### src/rtl/vseg_scan_ctrl.sv
// Time-multiplexed N-digit seven-segment scan controller with refresh prescaler,
// hex decode, per-digit blank/dp, leading-zero suppression and an anti-ghosting guard.
module vseg_scan_ctrl #(
    parameter int NUM_DIGITS = 4,
    parameter int CLK_DIV    = 100000,
    parameter int GUARD      = 0,
    parameter bit ACTIVE_LOW = 1
) (
    input  logic                            clk,
    input  logic                            reset,
    input  logic                            en,
    input  logic [4*NUM_DIGITS-1:0]         digits,
    input  logic [NUM_DIGITS-1:0]           dp_in,
    input  logic [NUM_DIGITS-1:0]           blank,
    input  logic                            lz_suppress,
    output logic [NUM_DIGITS-1:0]           an,
    output logic [6:0]                      seg,
    output logic                            dp,
    output logic [$clog2(NUM_DIGITS)-1:0]   digit_idx,
    output logic                            frame_start
);

    localparam int CNT_W = (CLK_DIV > 2) ? $clog2(CLK_DIV) : 1;
    localparam int IDX_W = $clog2(NUM_DIGITS);
    localparam logic [CNT_W-1:0]      CNT_LAST   = CNT_W'(CLK_DIV - 1);
    localparam logic [CNT_W-1:0]      GUARD_LOAD = CNT_W'(GUARD);
    localparam logic [IDX_W-1:0]      IDX_LAST   = IDX_W'(NUM_DIGITS - 1);
    localparam logic [NUM_DIGITS-1:0] AN_OFF     = {NUM_DIGITS{ACTIVE_LOW}};
    localparam logic [6:0]            SEG_OFF    = {7{ACTIVE_LOW}};
    localparam logic                  DP_OFF     = ACTIVE_LOW;

    typedef enum logic [1:0] {ST_OFF, ST_GUARD, ST_DRIVE} drive_t;

    logic [CNT_W-1:0]      cnt;
    logic [CNT_W-1:0]      guard_cnt;
    logic [IDX_W-1:0]      idx_next;
    logic                  tick;
    drive_t                drive_state;
    logic [3:0]            nib;
    logic                  zero_run;
    logic [NUM_DIGITS-1:0] lz_dark;
    logic [NUM_DIGITS-1:0] an_next;
    logic [6:0]            seg_next;
    logic                  dp_next;

    // Active-high {g,f,e,d,c,b,a}; b and d are the lower-case glyphs.
    function automatic logic [6:0] hex_to_seg(input logic [3:0] v);
        case (v)
            4'h0: hex_to_seg = 7'b0111111;
            4'h1: hex_to_seg = 7'b0000110;
            4'h2: hex_to_seg = 7'b1011011;
            4'h3: hex_to_seg = 7'b1001111;
            4'h4: hex_to_seg = 7'b1100110;
            4'h5: hex_to_seg = 7'b1101101;
            4'h6: hex_to_seg = 7'b1111101;
            4'h7: hex_to_seg = 7'b0000111;
            4'h8: hex_to_seg = 7'b1111111;
            4'h9: hex_to_seg = 7'b1101111;
            4'hA: hex_to_seg = 7'b1110111;
            4'hB: hex_to_seg = 7'b1111100;
            4'hC: hex_to_seg = 7'b0111001;
            4'hD: hex_to_seg = 7'b1011110;
            4'hE: hex_to_seg = 7'b1111001;
            default: hex_to_seg = 7'b1110001;
        endcase
    endfunction

    // A digit is a leading zero when it and every digit to its left are zero.
    always_comb begin
        zero_run = 1'b1;
        lz_dark  = '0;
        for (int i = NUM_DIGITS - 1; i >= 1; i--) begin
            zero_run   = zero_run & (digits[4*i +: 4] == 4'h0);
            lz_dark[i] = lz_suppress & zero_run;
        end
    end

    always_comb begin
        tick     = en && (cnt == CNT_LAST);
        idx_next = (digit_idx == IDX_LAST) ? '0 : digit_idx + 1'b1;
        nib      = digits[{digit_idx, 2'b00} +: 4];
        an_next  = AN_OFF;
        seg_next = SEG_OFF;
        dp_next  = DP_OFF;

        if (!en)
            drive_state = ST_OFF;
        else if (guard_cnt != '0)
            drive_state = ST_GUARD;
        else
            drive_state = ST_DRIVE;

        if (drive_state == ST_DRIVE) begin
            an_next  = ({{(NUM_DIGITS-1){1'b0}}, 1'b1} << digit_idx) ^ AN_OFF;
            seg_next = ((blank[digit_idx] | lz_dark[digit_idx]) ? 7'b0000000 : hex_to_seg(nib))
                       ^ SEG_OFF;
            dp_next  = (dp_in[digit_idx] & ~blank[digit_idx]) ^ DP_OFF;
        end
    end

    always_ff @(posedge clk) begin
        if (reset) begin
            cnt         <= '0;
            digit_idx   <= '0;
            guard_cnt   <= '0;
            an          <= AN_OFF;
            seg         <= SEG_OFF;
            dp          <= DP_OFF;
            frame_start <= 1'b0;
        end else begin
            an  <= an_next;
            seg <= seg_next;
            dp  <= dp_next;
            if (tick) begin
                cnt         <= '0;
                digit_idx   <= idx_next;
                guard_cnt   <= GUARD_LOAD;
                frame_start <= (idx_next == '0);
            end else begin
                frame_start <= 1'b0;
                if (en) begin
                    cnt <= cnt + 1'b1;
                    if (drive_state == ST_GUARD)
                        guard_cnt <= guard_cnt - 1'b1;
                end
            end
        end
    end

endmodule

### config.mk
export PLATFORM = sky130hd
export DESIGN_NAME = vseg_scan_ctrl
export DESIGN_NICKNAME = d
export VERILOG_FILES = /design/src/rtl/vseg_scan_ctrl.sv
export SDC_FILE = /design/constraint.sdc
export NUM_CORES = 1
export LEC_CHECK = 0
export ABC_AREA = 1
export CORE_MARGIN = 4
export CORE_UTILIZATION = 59
export DETAILED_ROUTE_END_ITERATION = 12
export MAX_ROUTING_LAYER = met4
export PLACE_DENSITY = 0.86
export REMOVE_ABC_BUFFERS = 1
export SYNTH_ARGS = -nofsm -noshare
export SYNTH_HDL_FRONTEND = slang
export SYNTH_SLANG_ARGS = --single-unit
### constraint.sdc
create_clock -name clk -period 3.3 [get_ports clk]
set_clock_uncertainty 0.2 [all_clocks]
set_input_delay 0.825 -clock clk [delete_from_list [all_inputs] [get_ports clk]]
set_output_delay 0.825 -clock clk [all_outputs]
set_load 0.005 [all_outputs]
==> results.json <==
{
  "highest_clock_rate_ghz": 0.376,
  "floorplan.die.width_um": 78.0,
  "period_needed_ns": 2.66,
  "slowest_delay_ns": 0.72,
  "critical_path_arrival_ns": 1.63,
  "setup_viol": 0,
  "power-per-cell-area_nw_per_um2": 621,
  "diodes": 0,
  "tritoncts.num_buffers": 5,
  "final_max_slew_viol_count": 0,
  "worst-path-max-fanout": 19,
  "drt-met1-wl_um": 2850,
  "critical_path.cell_chain": "clkdlybuf4s50_1",
  "ff2ff_path_depth": 9,
  "via_per_inst": 4.96,
  "postCtsResizedCells": 0,
  "cts-root-to-sink-buffers": 2,
  "die_h_um": 78.0,
  "worstSetupEndpointType": "primary output",
  "routed-via-count": 2796,
  "synth_largest_area_cell": "sky130_fd_sc_hd__dfxtp_1",
  "root_buffer": "sky130_fd_sc_hd__clkbuf_8",
  "timing.setup.tns_ns": 0,
  "timing.hold.worst.class": "reg -> reg",
  "final_cell_mix": "sky130_fd_sc_hd__nand2_1, sky130_fd_sc_hd__nor2_1, sky130_fd_sc_hd__dfxtp_1",
  "worst_slew_pin_slew_ns": 0.621,
  "post-dp-hpwl_um": 4840,
  "cts_max_level": 2,
  "met2WireLength_um": 3080,
  "clk_transition_reported_paths_ns": 0.08,
  "yosys_synthesis_warning_count": 0,
  "wl_per_cell_um": 11.1,
  "groute.usage.overall_pct": 22.2,
  "synth_top_area_share_pct": 33.9,
  "timing.final.hold_violations": 0,
  "cp.depth": 1,
  "critPathRequiredTime_ns": 2.27,
  "final_min_period_over_clock_period_pct": 80.6,
  "ioPinCount": 43,
  "synth_cells": 454,
  "seq_area_frac_synth_pct": 33.9,
  "post-cts-setup-buffer-count": 0,
  "overflow": 0,
  "cts.sinks": 49,
  "synthesis.area_per_instance_um2": 6.37,
  "detailedRoute.firstPassIterationCount": 4,
  "worst_path_max_delay_cell": "sky130_fd_sc_hd__dfxtp_1",
  "synth_area_leaders": "sky130_fd_sc_hd__dfxtp_1, sky130_fd_sc_hd__nand2_1, sky130_fd_sc_hd__nor2_1, sky130_fd_sc_hd__nand3_1, sky130_fd_sc_hd__inv_1",
  "placedCellCount": 557,
  "drt_iter0_markers": 118,
  "antenna_left": 0,
  "critPathBufInv": 1,
  "cell_area_after_synthesis_um2": 2890,
  "outcome": "finished clean",
  "timing.setup.critical_path_class": "reg -> out",
  "max_cap_viol_count": 0,
  "flow.area_growth_from_synthesis_pct": 19.1,
  "synthesized_flop_and_latch_total": 49,
  "p_leak_nw": 1.54,
  "top_signal_layer_used": "met4",
  "floorplan.initialDensity_pct": 61.2,
  "holdBufCountCts": 0,
  "max-slew-margin-rel_pct": 58.5,
  "drt_wl_total_um": 6260,
  "fin_cells": 564,
  "final_layout_size_suffix_gt1_share_pct": 5.03,
  "insertion_delay_ns": 0.29,
  "total_power_mw": 2.14,
  "routed-wl-met3_um": 241,
  "whs_path_depth": 2,
  "final_common_cell": "sky130_fd_sc_hd__nand2_1",
  "synth.distinct_cells": 27,
  "start_kind": "flip-flop",
  "grt_setup_unrepaired": "false",
  "grt_start_max_net_pins": 27,
  "tritoncts": "done",
  "max-vdd-ir-drop_mv": 0.319,
  "grt_pass1_wl_um": 10900,
  "gp_congestion": 0.924,
  "number_of_antenna_violations_at_the_first_check_in_global_routing": 0,
  "preCtsSetupSlack_ns": 0.502,
  "core_um2": 4720,
  "numPortBuffers": 42,
  "dieArea_um2": 6080,
  "grt_pass1_vias": 2605,
  "critPathTopFamily": "flip-flops",
  "layout.nets": 538,
  "fin_ws_ns": 0.642,
  "row_count": 25,
  "finalCoreUtilization_pct": 72.9,
  "drt_drc_violations_left": 0
}
## power by group
part           switching (mW)  internal [mW]  total (mW)
combinational           0.641          0.371        1.01
clock                   0.181          0.167       0.348
sequential             0.0872          0.692       0.779
total                   0.910           1.23        2.14
## cell usage after synthesis (all sizes together)
master,number
xor2,10
buf,7
o21bai,1
clkbuf,1
nand3,41
nor3b,1
nand2,140
a21oi,15
nor3,4
o21ai,10
nand4,14
or2,4
nor2,86
dfxtp,49
ha,13
xnor2,4
nand3b,2
inv,52
## flip-flops by register name (all words and copies together) (netlist names)
register / flops
digit_idx: 2
frame_start: 1
an: 4
cnt: 17
seg: 7
guard_cnt: 17
dp: 1
## final timing paths
path,to,from,slack [ns]
max,digit_idx[0],digit_idx[0]$_SDFFE_PP0P_,0.64
min,guard_cnt[0]$_SDFFE_PP0P_,guard_cnt[0]$_SDFFE_PP0P_,0.27
max reg2reg,seg[0]$_SDFF_PP1_,digit_idx[0]$_SDFFE_PP0P_,0.94
min reg2reg,guard_cnt[0]$_SDFFE_PP0P_,guard_cnt[0]$_SDFFE_PP0P_,0.27
## through the flow
| stage | hold slack, ns | cell area (µm²) |
|---|---|---|
| floorplan | 0.245 | 2840 |
| global placement | 0.252 | 3360 |
| detailed placement | 0.256 | 3360 |
| CTS | 0.269 | 3440 |
| global route | 0.291 | 3440 |
| finish | 0.271 | 3440 |
## area by class of cell
class	count	area (µm²)
clock buffers	7	86.3
well taps	67	83.8
inverters	52	195
fillers	423	1280
flip-flops and latches	49	981
multi-input cells	345	1660
repair buffers	44	435
## cell families (layout without fill, tap and decap cells)
family | after synthesis | count (layout) | synth area share (%)
buffers and inverters | 60 | 103 | 8.57
xor gates and xnor gates | 14 | 14 | 4.24
AOI/OAI and AO/OA | 26 | 26 | 4.98
DFF | 49 | 49 | 33.9
and+or+nand+nor | 292 | 292 | 42.7
adders and majority gates | 13 | 13 | 5.63
## per-layer routing
| metal | up-vias | track usage (%) |
|---|---|---|
| met4 | 0 | 7.17 |
| met1 | 1235 | 25.7 |
| met2 | 49 | 38.1 |
| met5 | - | - |
| li1 | 1504 | - |
| met3 | 8 | 4.99 |
(Power assumes the default switching activity.)
